## src/rtl/reset_sequencer_pkg.sv

```systemverilog
// rtl/reset_sequencer_pkg.sv - state encoding, default parameters and sizing helpers for reset_sequencer
package reset_sequencer_pkg;

   localparam int DEF_N_CHANNELS         = 3;
   localparam int DEF_LOCK_STABLE_CYCLES = 8;
   localparam int DEF_HOLD_CYCLES        = 16;
   localparam int DEF_STAGGER_CYCLES     = 4;
   localparam int DEF_COUNT_W            = 8;

   typedef enum logic [2:0] {
      ST_WAIT_LOCK = 3'd0,
      ST_STABLE    = 3'd1,
      ST_HOLD      = 3'd2,
      ST_RELEASE   = 3'd3,
      ST_RUN       = 3'd4
   } seq_state_t;

   // Largest of three cycle counts; one shared counter serves every timed phase.
   function automatic int max3(input int a, input int b, input int c);
      int m;
      m = a;
      if (b > m) m = b;
      if (c > m) m = c;
      return m;
   endfunction

   // Bits needed to hold the values 0 .. max_value-1, never less than one.
   function automatic int width_for(input int max_value);
      return (max_value > 1) ? $clog2(max_value) : 1;
   endfunction

endpackage

```

## src/rtl/sync_2ff.sv

```systemverilog
// rtl/sync_2ff.sv - two-flop synchroniser for a single asynchronous level
module sync_2ff (
   input  logic i_clock,
   input  logic i_reset,
   input  logic i_data,
   output logic o_data
);

   logic meta;

   // Capture the asynchronous level, then give it a full cycle to settle.
   always_ff @(posedge i_clock) begin
      if (i_reset) begin
         meta   <= 1'b0;
         o_data <= 1'b0;
      end else begin
         meta   <= i_data;
         o_data <= meta;
      end
   end

endmodule

```

## src/rtl/reset_sequencer.sv

```systemverilog
// rtl/reset_sequencer.sv - lock-qualified staggered reset release; RESET_SEQUENCER_LOCK_SYNC_EN adds a 2-flop lock synchroniser
module reset_sequencer
   import reset_sequencer_pkg::*;
#(
   parameter int N_CHANNELS         = DEF_N_CHANNELS,
   parameter int LOCK_STABLE_CYCLES = DEF_LOCK_STABLE_CYCLES,
   parameter int HOLD_CYCLES        = DEF_HOLD_CYCLES,
   parameter int STAGGER_CYCLES     = DEF_STAGGER_CYCLES,
   parameter int COUNT_W            = DEF_COUNT_W
) (
   input  logic                  i_clock,
   input  logic                  i_reset,
   input  logic                  i_locked,
   input  logic                  i_soft_reset,
   output logic [N_CHANNELS-1:0] o_reset,
   output logic                  o_ready,
   output logic [COUNT_W-1:0]    o_lock_loss_count
);

   localparam int CNT_W = width_for(max3(LOCK_STABLE_CYCLES, HOLD_CYCLES, STAGGER_CYCLES));
   localparam int IDX_W = width_for(N_CHANNELS);

   localparam logic [CNT_W-1:0] STABLE_LAST  = CNT_W'(LOCK_STABLE_CYCLES - 1);
   localparam logic [CNT_W-1:0] HOLD_LAST    = CNT_W'(HOLD_CYCLES - 1);
   localparam logic [CNT_W-1:0] STAGGER_LAST = CNT_W'(STAGGER_CYCLES - 1);
   localparam logic [IDX_W-1:0] IDX_LAST     = IDX_W'(N_CHANNELS - 1);

   seq_state_t        state;
   logic [CNT_W-1:0]  cnt;
   logic [IDX_W-1:0]  idx;
   logic              lock_s;
   logic              lock_lost;
   logic              soft_restart;

`ifdef RESET_SEQUENCER_LOCK_SYNC_EN
   sync_2ff u_lock_sync (
      .i_clock (i_clock),
      .i_reset (i_reset),
      .i_data  (i_locked),
      .o_data  (lock_s)
   );
`else
   assign lock_s = i_locked;
`endif

   // Lock loss only matters once the hold has begun; a soft restart only once release has begun.
   always_comb begin
      lock_lost    = 1'b0;
      soft_restart = 1'b0;
      if (state == ST_HOLD || state == ST_RELEASE || state == ST_RUN) begin
         lock_lost = !lock_s;
      end
      if (state == ST_RELEASE || state == ST_RUN) begin
         soft_restart = i_soft_reset && lock_s;
      end
   end

   // Sequencer: qualify lock, hold every channel, then release channels one by one.
   always_ff @(posedge i_clock) begin
      if (i_reset) begin
         state             <= ST_WAIT_LOCK;
         cnt               <= '0;
         idx               <= '0;
         o_reset           <= '1;
         o_ready           <= 1'b0;
         o_lock_loss_count <= '0;
      end else if (lock_lost) begin
         // Lock loss wins over a simultaneous soft restart.
         state   <= ST_WAIT_LOCK;
         cnt     <= '0;
         idx     <= '0;
         o_reset <= '1;
         o_ready <= 1'b0;
         if (o_lock_loss_count != '1) begin
            o_lock_loss_count <= o_lock_loss_count + COUNT_W'(1);
         end
      end else if (soft_restart) begin
         state   <= ST_HOLD;
         cnt     <= '0;
         idx     <= '0;
         o_reset <= '1;
         o_ready <= 1'b0;
      end else begin
         case (state)
            ST_WAIT_LOCK: begin
               if (lock_s) begin
                  state <= ST_STABLE;
                  cnt   <= '0;
               end
            end
            ST_STABLE: begin
               // A glitch before lock has proven stable is not counted as a loss.
               if (!lock_s) begin
                  state <= ST_WAIT_LOCK;
                  cnt   <= '0;
               end else if (cnt == STABLE_LAST) begin
                  state <= ST_HOLD;
                  cnt   <= '0;
               end else begin
                  cnt <= cnt + CNT_W'(1);
               end
            end
            ST_HOLD: begin
               if (cnt == HOLD_LAST) begin
                  state <= ST_RELEASE;
                  cnt   <= '0;
                  idx   <= '0;
               end else begin
                  cnt <= cnt + CNT_W'(1);
               end
            end
            ST_RELEASE: begin
               if (cnt == STAGGER_LAST) begin
                  cnt <= '0;
                  // Bits 0..idx-1 are already clear, so a left shift clears exactly bit idx.
                  o_reset <= o_reset << 1;
                  if (idx == IDX_LAST) begin
                     state   <= ST_RUN;
                     o_ready <= 1'b1;
                  end else begin
                     idx <= idx + IDX_W'(1);
                  end
               end else begin
                  cnt <= cnt + CNT_W'(1);
               end
            end
            ST_RUN: begin
            end
            default: begin
               state   <= ST_WAIT_LOCK;
               cnt     <= '0;
               idx     <= '0;
               o_reset <= '1;
               o_ready <= 1'b0;
            end
         endcase
      end
   end

endmodule
```

## config.mk

```make
export PLATFORM = sky130hd
export DESIGN_NAME = reset_sequencer
export DESIGN_NICKNAME = d
export VERILOG_FILES = /design/src/rtl/reset_sequencer_pkg.sv /design/src/rtl/sync_2ff.sv /design/src/rtl/reset_sequencer.sv
export SDC_FILE = /design/constraint.sdc
export NUM_CORES = 1
export LEC_CHECK = 0
export ABC_AREA = 1
export CAP_MARGIN = 20
export CORE_MARGIN = 5
export CORE_UTILIZATION = 25
export CTS_CLUSTER_SIZE = 20
export DETAILED_ROUTE_END_ITERATION = 12
export PLACE_DENSITY_LB_ADDON = 0.15
export RECOVER_POWER = 50
export SLEW_MARGIN = 10
export SYNTH_ARGS = -nofsm -noshare
export SYNTH_HDL_FRONTEND = slang
export SYNTH_SLANG_ARGS = --single-unit
```

## constraint.sdc

```tcl
create_clock -name i_clock -period 2.6 [get_ports i_clock]
set_input_delay 0.39 -clock i_clock [delete_from_list [all_inputs] [get_ports i_clock]]
set_output_delay 0.39 -clock i_clock [all_outputs]
set_load 0.1 [all_outputs]
```

---- Yosys cells after proc, flatten, opt, wreduce, memory -nomap -nowiden ----
Index checks and enable logic that the tools add are counted.
cells by class
  reduce and logical (&&, ||, !) cells .... 17
  multiplexer cells ....................... 25
  equality and inequality tests ........... 21
  $add $sub $neg .......................... 3
  bitwise logic cells ..................... 3
operators with widths
  kind                 number
  $mux 3               7
  $mux 4               5
  $pmux 4 s5           1
  $pmux 3 s5           1
  $reduce_and 6->1     2
  $ne 3x2->1 const B   3
  $add 8x1->8 const B  1
  $mux 2               4
  $ne 8x8->1 const B   1
  $eq 3x2->1 const B   2
  $ne 2x1->1 const B   3
  $ne 2x2->1 const B   3
  $ne 3x3->1 const B   2
  $pmux 2 s3           1
  $pmux 3 s2           1
  $reduce_and 2->1     3
  $reduce_or 3->1      2
  $add 4x1->4 const B  1
  $eq 4x2->1 const B   1
  $eq 4x3->1 const B   1
  $eq 4x4->1 const B   1
  $mux 1               4
  $ne 4x4->1 const B   1
  $reduce_and 4->1     1
  other kinds (13)     17
storage, ports and cells
  input port bits ......................... 4
  logic and storage cells ................. 76
  output and inout bits ................... 12
  bits in registers ....................... 21

---- Depth between registers and ports, before layout ----
Gate-level depths: netlist (run 1).
  depth in word-level cells ............... 5
  mapped depth ............................ 10
  gate-level depth less buffers ........... 9

---- Least setup slack after synthesis (run 1) ----
OpenSTA, ideal clock, no wires.
  path kind ............................... register to register
  start point ............................. register o_lock_loss_count[0]
  end point ............................... register o_lock_loss_count[5]
  required time ........................... 2.470 ns
  cell stages (with the launch flop) ...... 9
  slack ................................... 0.501 ns
  buffers on the path ..................... 0
  period minus slack after synthesis ...... 2.099 ns
  data arrival time ....................... 1.968 ns
  library setup time ...................... 0.130 ns
  cells stage by stage .................... dfxtp_1 ha_1 inv_1 nor2_1 nand2_1 nand3_4 clkinv_2 nand2_1 a21oi_1
on the way
  word-level cells in the longest chain between the ends .. 2
  elaborated cells between the ends (all ways) .. 3
  classes of those cells .................. add/sub: 1; eq/ne: 1; reduce/logical: 1
RTL lines
  what                                                 RTL line               source
  start: declaration                                   reset_sequencer.sv:17  output logic [COUNT_W-1:0] o_lock_loss_count
  start signal: assignment                             reset_sequencer.sv:75  o_lock_loss_count <= o_lock_loss_count + COUNT_W'(1);
  branches (longest 2 deep; another with $add 8x1->8)  -
Several ways; the timed one is not identified.
A chain may end at the register's enable or synchronous reset.

---- Worst setup path in the final report (run 1) ----
  start point ............................. register o_lock_loss_count[6]
  end point ............................... output o_lock_loss_count[6]
No word-level cell between the ends.

==> results of run 1 <==
==> state kept, by name (all words and copies together) (netlist names) <==
| signal | cells |
|---|---|
| cnt | 4 |
| idx | 2 |
| o_reset | 3 |
| o_lock_loss_count | 8 |
| o_ready | 1 |
| state | 3 |
==> power by group through the flow <==
stage                     logic (W)  registers (W)  clock network, W
after floorplan            0.000265       0.000418                 0
after global placement     0.000366       0.000403                 0
after detailed placement   0.000357       0.000400                 0
after CTS                  0.000359       0.000393          0.000233
after global routing       0.000397       0.000399          0.000247
final                      0.000343       0.000393          0.000222
==> final timing paths <==
path         cells past startpoint                    to                 start  slack, ps
max                              1  o_lock_loss_count[6]  o_lock_loss_count[6]        640
min                              2                idx[1]                idx[1]        490
max reg2reg                      8              state[2]              state[2]        830
min reg2reg                      2                idx[1]                idx[1]        490
==> layer usage <==
metal	track usage (%)	vias to the layer above	routed length (um)	part of all wire (%)
li1	-	627	-	-
met1	13.61	506	1539	55
met2	14.36	12	1146	41
met3	2.144	2	85	3.1
met4	2.577	0	12	0.43
met5	0	-	0	0
==> final cells by class <==
type                       instances  area (um2)  area share, %
sequential                        21       420.4          30.27
timing repair buffer              15       75.07          5.405
tap                               67       83.83          6.036
inverter                          21       80.08          5.766
clock buffer                       4       45.04          3.243
multi-input combinational        141       684.4          49.28
==> layout by cell type (no fill, tap or decap), types with 2 or more instances in the layout <==
cell and instances:
a21oi_1 18, clkbuf_1 13, clkbuf_8 3, clkdlybuf4s50_1 3, dfxtp_1 21, ha_1 3
inv_1 18, inv_2 2, nand2_1 56, nand3_1 17, nand4_1 2, nor2_1 23
nor2_2 2, o21ai_0 8, xnor2_1 2, xor2_1 4
==> cell families after synthesis <==
logic type	share of synthesized area, %
AND/OR/NAND/NOR	37.69
AO/OA/AOI/OAI	12.05
buffers and inverters	8.238
flip-flops	34.60
XOR/XNOR	4.325
adder cells (fa/ha/maj)	3.090
==> stage by stage <==
| stage | instances | cell area (um2) |
|---|---|---|
| 4_1_cts | 269 | 1444 |
| 6_report | 269 | 1389 |
| 3_3_place_gp | 265 | 1399 |
| 5_1_grt | 269 | 1389 |
| 3_5_place_dp | 265 | 1399 |
| 2_1_floorplan | 186 | 1215 |
==> impl_metrics.py, run 1 <==
metrics = {
    "outcome": {
        "status": "finished clean",
    },
    "timing": {
        "tightest_slew_ps": 1169,
        "worst_slack_ps": 640.6,
        "final-hold-violation-count": 0,
        "report.final.slew_viol_count": 0,
        "post-route-period-util_pct": 75.36,
        "max_freq_mhz": 510.3,
        "setup_viol": 0,
        "rsz0062_at_grt": "no",
        "finClkSkew_ps": 3.754,
        "finalCriticalPeriod_ps": 1959,
        "hold_slack_ps": 490.0,
        "relSlewSlack_pct": 22.41,
        "fin_tns_setup_ps": 0,
    },
    "drt": {
        "routed-via-count": 1147,
        "routedWlPerCell_um": 10.35,
        "drt-vias-per-instance": 4.264,
        "drtAntennaViolNets": 0,
        "drc": 0,
        "firstDrtPassIters": 4,
        "drt_iter0_markers": 28,
        "wirelength_um": 2784,
    },
    "synth": {
        "synth_commonest_cells": "54 x nand2_1, 23 x nor2_1, 21 x dfxtp_1, 18 x a21oi_1, 17 x inv_1",
        "ys.flop_type": "dfxtp_1",
        "synthCells": 186,
        "synth-edff-count": 0,
        "syn_area_per_cell_um2": 6.532,
        "synth_top_area_share_pct": 34.60,
        "synthArstFlopShare_pct": 0,
        "synth_seq_cells": 21,
        "synth_warnings": 0,
        "synth_cell_types": 24,
        "synthesis.nets": 193,
        "syn_area_mm2": 0.001215,
        "netlist_top_cells_area": "dfxtp_1 35%, nand2_1 17%, a21oi_1 7.4%, nor2_1 7.1%, nand3_1 6.6%",
        "yosys.area.top_type": "dfxtp_1",
        "synth.most_common_cell": "nand2_1",
        "seq_area_frac_synth_pct": 34.60,
    },
    "run": {
        "cap_violations": 0,
    },
    "cts": {
        "post_cts_buffers": 0,
        "cts-root-buf": "clkbuf_8",
        "cts.repair.resized": 0,
        "clk_path_buf_depth": 2,
        "postCtsHoldBufs": 0,
        "cts_inserted_buffers": 3,
        "numClockSinks": 21,
        "clkSlewWorstSetupHoldPaths_ps": 80,
        "clk_latency_ps": 260,
        "htree_levels": 1,
        "cts_tree": "done",
    },
    "pwr": {
        "switchingPower_w": 0.0003952,
        "comb_power_share_pct": 35.8,
        "power_density_mw_per_mm2": 690.0,
        "peakVddDrop_v": 0.0002642,
        "power_w": 0.0009583,
        "netSwitchingFraction_pct": 41.24,
        "clockPowerShare_pct": 23.2,
        "leakagePower_nw": 0.5830,
        "pwr-share-seq_pct": 41.0,
        "p_int_w": 0.0005631,
    },
    "floorplanning": {
        "fp.dieArea_mm2": 0.006354,
        "ios": 16,
        "dieHeight_um": 79.71,
        "initial_core_util_pct": 25.72,
        "core_area_mm2": 0.004723,
        "row_count": 25,
        "die_width_um": 79.71,
    },
    "placed_design": {
        "gp_congestion": 0.8091,
        "post-place-ws_ps": 745.0,
        "hpwl_um": 2165,
        "port_buffers": 15,
    },
    "grt": {
        "antenna_found_initial": 0,
        "grt_pass1_vias": 1074,
        "grt_max_degree": 12,
        "grt_overflow": 0,
        "grt_pass1_wl_um": 4885,
        "grt_use_total_pct": 9.556,
    },
    "critical_path": {
        "cp_max_fo": 5,
        "start_kind": "flop",
        "arrival_ps": 1570,
        "cp.required_ps": 2210,
        "cp_top_family": "buffers and inverters",
        "cpMaxStageDelayCell": "clkbuf_1",
        "critical_path_class": "reg2out",
        "worstPathCellList": "clkbuf_1",
        "slowest_delay_ps": 890,
        "path_buf_inv": 1,
        "endpoint_kind": "primary output",
    },
    "final_layout": {
        "nets": 210,
        "final_core_util_pct": 29.40,
        "layout-drive-gt1-share_pct": 6.436,
        "fillers": 563,
        "diodes": 0,
        "area_growth_pct": 14.31,
    },
    "min_path": {
        "hold_path.class": "reg2reg",
    },
}
Power figures use the tool's default switching activity.
==> run 2: changes to the inputs <==
- clock period: 2.6 -> 1.68 ns (I/O delays scaled with it)
==> impl_metrics.py, run 2 (synthesis gave the netlist of run 1 again) <==
metrics = {
    "outcome": {
        "status": "finished clean",
    },
    "final_layout": {
        "nets": 218,
        "area_growth_pct": 29.14,
        "diodes": 0,
        "largest_registers": "o_lock_loss_count: 8 flops, cnt: 4 flops",
        "largest_register_ffs": 8,
        "final_common_cell": "nand2_1",
        "layout-drive-gt1-share_pct": 18.10,
        "layout_common_cells": "54 x nand2_1, 22 x nor2_1, 19 x dfxtp_1, 18 x inv_1, 18 x a21oi_1",
        "largest_register": "o_lock_loss_count",
    },
    "timing": {
        "final-hold-violation-count": 0,
        "tightest_slew_ps": 542.1,
        "post-route-period-util_pct": 88.46,
        "finClkSkew_ps": 3.261,
        "relSlewSlack_pct": 64.01,
        "max_freq_mhz": 672.9,
        "finalCriticalPeriod_ps": 1486,
        "setup_viol": 0,
        "hold_slack_ps": 489.1,
        "rsz0062_at_grt": "no",
        "fin_tns_setup_ps": 0,
        "report.final.slew_viol_count": 0,
    },
    "placed_design": {
        "hpwl_um": 2177,
        "gp_congestion": 0.8543,
        "port_buffers": 15,
    },
    "floorplanning": {
        "ios": 16,
        "core_area_mm2": 0.004723,
        "fp.dieArea_mm2": 0.006354,
        "dieHeight_um": 79.71,
        "initial_core_util_pct": 25.72,
        "row_count": 25,
        "die_width_um": 79.71,
    },
    "cts": {
        "postCtsHoldBufs": 0,
        "clk_latency_ps": 260,
        "clkSlewWorstSetupHoldPaths_ps": 80,
        "htree_levels": 1,
        "numClockSinks": 21,
        "cts_inserted_buffers": 3,
        "cts_tree": "done",
        "cts-root-buf": "clkbuf_8",
        "clk_path_buf_depth": 2,
    },
    "grt": {
        "grt_use_total_pct": 9.672,
        "antenna_found_initial": 0,
        "grt_pass1_wl_um": 4878,
        "grt_overflow": 0,
        "grt_max_degree": 12,
        "grt_pass1_vias": 1076,
    },
    "critical_path": {
        "cpMaxStageDelayCell": "dfxtp_1",
        "worstPathCellList": "nor2_2 > nand2_2 > nand3_1 > nand2_1 > nand2_2 > inv_1 > nand2_2 > a21oi_1",
        "arrival_ps": 1680,
        "endpoint_kind": "flop",
        "critical_path_class": "reg2reg",
        "slowest_delay_ps": 520,
        "regToRegStartpoint": "state[1]",
        "cp-startpoint": "state[1]",
        "cp_max_fo": 9,
        "crit_top_cell": "nand2_2",
        "start_kind": "flop",
        "cp.required_ps": 1880,
        "r2r_slack_ps": 190,
    },
    "pwr": {
        "leakagePower_nw": 0.6841,
        "peakVddDrop_v": 0.0003580,
        "power_w": 0.001514,
        "power_density_mw_per_mm2": 964.7,
    },
    "drt": {
        "wirelength_um": 2804,
        "drt_iter0_markers": 44,
        "drt-vias-per-instance": 4.173,
        "firstDrtPassIters": 4,
        "drtAntennaViolNets": 0,
        "routed-via-count": 1156,
        "drc": 0,
        "routedWlPerCell_um": 10.12,
    },
    "min_path": {
        "hp-start": "o_ready",
        "hold_path.class": "reg2reg",
    },
    "run": {
        "cap_violations": 0,
    },
}
run 2: cell types whose count changed in the layout (fill, tap and decap cells not counted), sizes merged:
cell,before,now
buf,0,14
clkbuf,16,10
run 2: path summary, 6_finish.rpt:
path              cells past startpoint       end
setup / recovery                      8  state[2]
hold / removal                        2   o_ready
hold reg to reg                       2   o_ready
setup reg to reg                      8  state[2]
run 2: power breakdown:
part / switching [W] / internal [W]
registers: 0.0000630 / 0.000546
clock network: 0.000165 / 0.000169
logic: 0.000378 / 0.000193
total: 0.000606 / 0.000908
run 2: repair_timing:
action / in CTS / in global routing
setup endpoints to repair: 0 / 1
gates resized for setup: 0 / 1
buffers inserted: 0 / 0
run 2: worst max-delay path: cells and delay by family, from the launching register on:
kind                   cells  cell delay [ps]
buffers and inverters      1               80
AO/OA/AOI/OAI              1              140
AND/OR/NAND/NOR            6              670
flip-flops                 1              520
run 2: stage by stage:
step                      area (um2)  utilization, %  cells  setup slack [ps]
after floorplan                 1230               -    186             118.8
after global placement          1624           34.38    273             90.50
after detailed placement        1624           34.38    273             28.05
final                           1569           33.22    277             193.9
after global routing            1569           33.22    277             28.13
after CTS                       1669           35.34    277             145.9
run 2: cell type report:
class                      instances  area, um2
fill                             514       3154
multi-input combinational        141      691.9
sequential                        21      427.9
timing repair buffer              23      240.2
tap                               67      83.83
inverter                          21      80.08
clock buffer                       4      45.04
run 2: metal layers:
| metal | track usage (%) | wire, um |
|---|---|---|
| met1 | 13.06 | 1445 |
| met2 | 14.77 | 1226 |
| met3 | 2.032 | 98 |
| met4 | 4.124 | 34 |
| met5 | 0 | 0 |
==> run 3: changes to the inputs <==
- CORE_MARGIN: 5 -> unset
- GPL_TIMING_DRIVEN: unset -> 0
- PLACE_DENSITY: unset -> 0.51
- PLACE_DENSITY_LB_ADDON: 0.15 -> unset
==> impl_metrics.py, run 3 (synthesis gave the netlist of run 1 again) <==
metrics = {
    "run": {
        "cap_violations": 0,
    },
    "floorplanning": {
        "ios": 16,
        "core_area_mm2": 0.004504,
        "dieHeight_um": 71.71,
        "die_width_um": 71.71,
        "row_count": 24,
        "fp.dieArea_mm2": 0.005142,
        "initial_core_util_pct": 26.97,
    },
    "critical_path": {
        "start_kind": "flop",
        "cp_num_cells": 1,
        "cp.required_ps": 1430,
        "path_buf_inv": 1,
        "regToRegStartpoint": "o_lock_loss_count[0]",
        "arrival_ps": 1300,
        "slowest_delay_ps": 590,
        "worstPathCellList": "clkdlybuf4s15_2",
        "cp_max_fo": 5,
        "cpMaxStageDelayCell": "clkdlybuf4s15_2",
        "critical_path_class": "reg2out",
        "cp-startpoint": "o_lock_loss_count[4]",
        "r2r_slack_ps": 210,
        "cp_top_family": "buffers and inverters",
        "rr_worst_depth": 8,
        "endpoint_kind": "primary output",
        "rr_endpoint": "o_lock_loss_count[5]",
    },
    "drt": {
        "routedWlPerCell_um": 10.66,
        "drt_iter0_markers": 59,
        "drt-vias-per-instance": 4.469,
        "drtAntennaViolNets": 0,
        "firstDrtPassIters": 4,
        "drc": 0,
        "wirelength_um": 2728,
        "routed-via-count": 1144,
    },
    "grt": {
        "grt_max_degree": 14,
        "grt_overflow": 0,
        "grt_pass1_wl_um": 4802,
        "grt_use_total_pct": 11.74,
        "antenna_found_initial": 0,
        "grt_pass1_vias": 1078,
    },
    "final_layout": {
        "multi_input_area_um2": 696.9,
        "largest_register_ffs": 8,
        "diodes": 0,
        "fillers": 521,
        "nets": 212,
        "layout-drive-gt1-share_pct": 17.65,
        "area_growth_pct": 21.42,
        "largest_registers": "o_lock_loss_count: 8 flops, cnt: 4 flops",
        "finalInstanceArea_mm2": 0.001475,
        "final_common_cell": "nand2_1",
        "seqCellArea_um2": 427.9,
        "largest_register": "o_lock_loss_count",
        "layout_common_cells": "54 x nand2_1, 22 x nor2_1, 19 x dfxtp_1, 18 x a21oi_1",
    },
    "min_path": {
        "hold_path.class": "in2reg",
        "hp-start": "i_reset",
        "min_path_cells": 2,
        "holdPathEnd": "o_lock_loss_count[6]",
    },
    "pwr": {
        "clockPowerShare_pct": 23.2,
        "leakagePower_nw": 0.6291,
        "comb_power_share_pct": 38.5,
        "pwr-share-seq_pct": 38.3,
        "power_w": 0.001526,
        "switchingPower_w": 0.0006327,
        "power_density_mw_per_mm2": 1034,
        "peakVddDrop_v": 0.0005357,
        "netSwitchingFraction_pct": 41.46,
        "p_int_w": 0.0008933,
    },
    "timing": {
        "hold_slack_ps": 386.1,
        "finClkSkew_ps": 4.604,
        "tightest_slew_ps": 550.9,
        "rsz0062_at_grt": "no",
        "post-route-period-util_pct": 92.09,
        "finalCriticalPeriod_ps": 1547,
        "setup_viol": 0,
        "report.final.slew_viol_count": 0,
        "relSlewSlack_pct": 63.45,
        "max_freq_mhz": 646.4,
        "worst_slack_ps": 133.0,
        "fin_tns_setup_ps": 0,
        "final-hold-violation-count": 0,
    },
    "cts": {
        "htree_levels": 1,
        "clkSlewWorstSetupHoldPaths_ps": 90,
        "cts_tree": "done",
        "postCtsHoldBufs": 0,
        "numClockSinks": 21,
        "cts-root-buf": "clkbuf_8",
        "clk_path_buf_depth": 2,
        "cts_inserted_buffers": 3,
        "clk_latency_ps": 260,
    },
    "placed_design": {
        "hpwl_um": 2027,
        "post-place-ws_ps": -127.0,
        "gp_congestion": 0.7500,
        "placed_area_mm2": 0.001435,
        "port_buffers": 14,
    },
    "outcome": {
        "status": "finished clean",
    },
}
-- run 3: cell count changes in the layout (fill, tap and decap cells not counted), sizes merged --
cell           delta
clkbuf            -4
clkdlybuf4s15     +9
clkdlybuf4s50     -1
clkinvlp          +1
buf              -11
-- run 3: routing by layer --
layer	global-route usage, %	up-vias	wire (um)
met1	16.32	493	1475
li1	-	629	-
met5	0	-	0
met3	3.094	2	107
met4	2.614	0	19
met2	18.24	20	1125
-- run 3: metrics by stage --
stage	std cells	util, %
after floorplan	186	-
after global placement	252	31.86
after detailed placement	252	31.86
after CTS	256	33.19
after global routing	256	32.75
final	256	32.75
-- run 3: final cells by class --
type                    instances  share of cell area [%]
inverters                      21                   5.428
clock inverters                 1                  0.5089
plain buffers                   3                   1.357
clock buffers                   3                   2.799
well taps                      52                   4.411
repair buffers                 14                   9.245
multi-input cells             141                   47.24
flip-flops and latches         21                   29.01
-- run 3: timing repair --
item                                    4_1_cts  5_1_grt
endpoints found under the setup margin       12        6
gates resized for setup                      33        6
setup buffers                                 0        0
-- run 3: power by group through the flow --
stage	Combinational (W)	Sequential [W]	Clock, W
floorplan	0.000410	0.000650	0
global placement	0.000589	0.000595	0
detailed placement	0.000587	0.000597	0
CTS	0.000587	0.000585	0.000369
global route	0.000667	0.000597	0.000394
finish	0.000588	0.000585	0.000353
-- run 3: worst max-delay path by stage --
stage	endpoint	slack (ps)
after floorplan	o_lock_loss_count[5]	120
after global placement	state[0]	-120
after detailed placement	state[0]	-130
after CTS	o_ready	1
after global routing	state[0]	50
final	o_lock_loss_count[4]	130
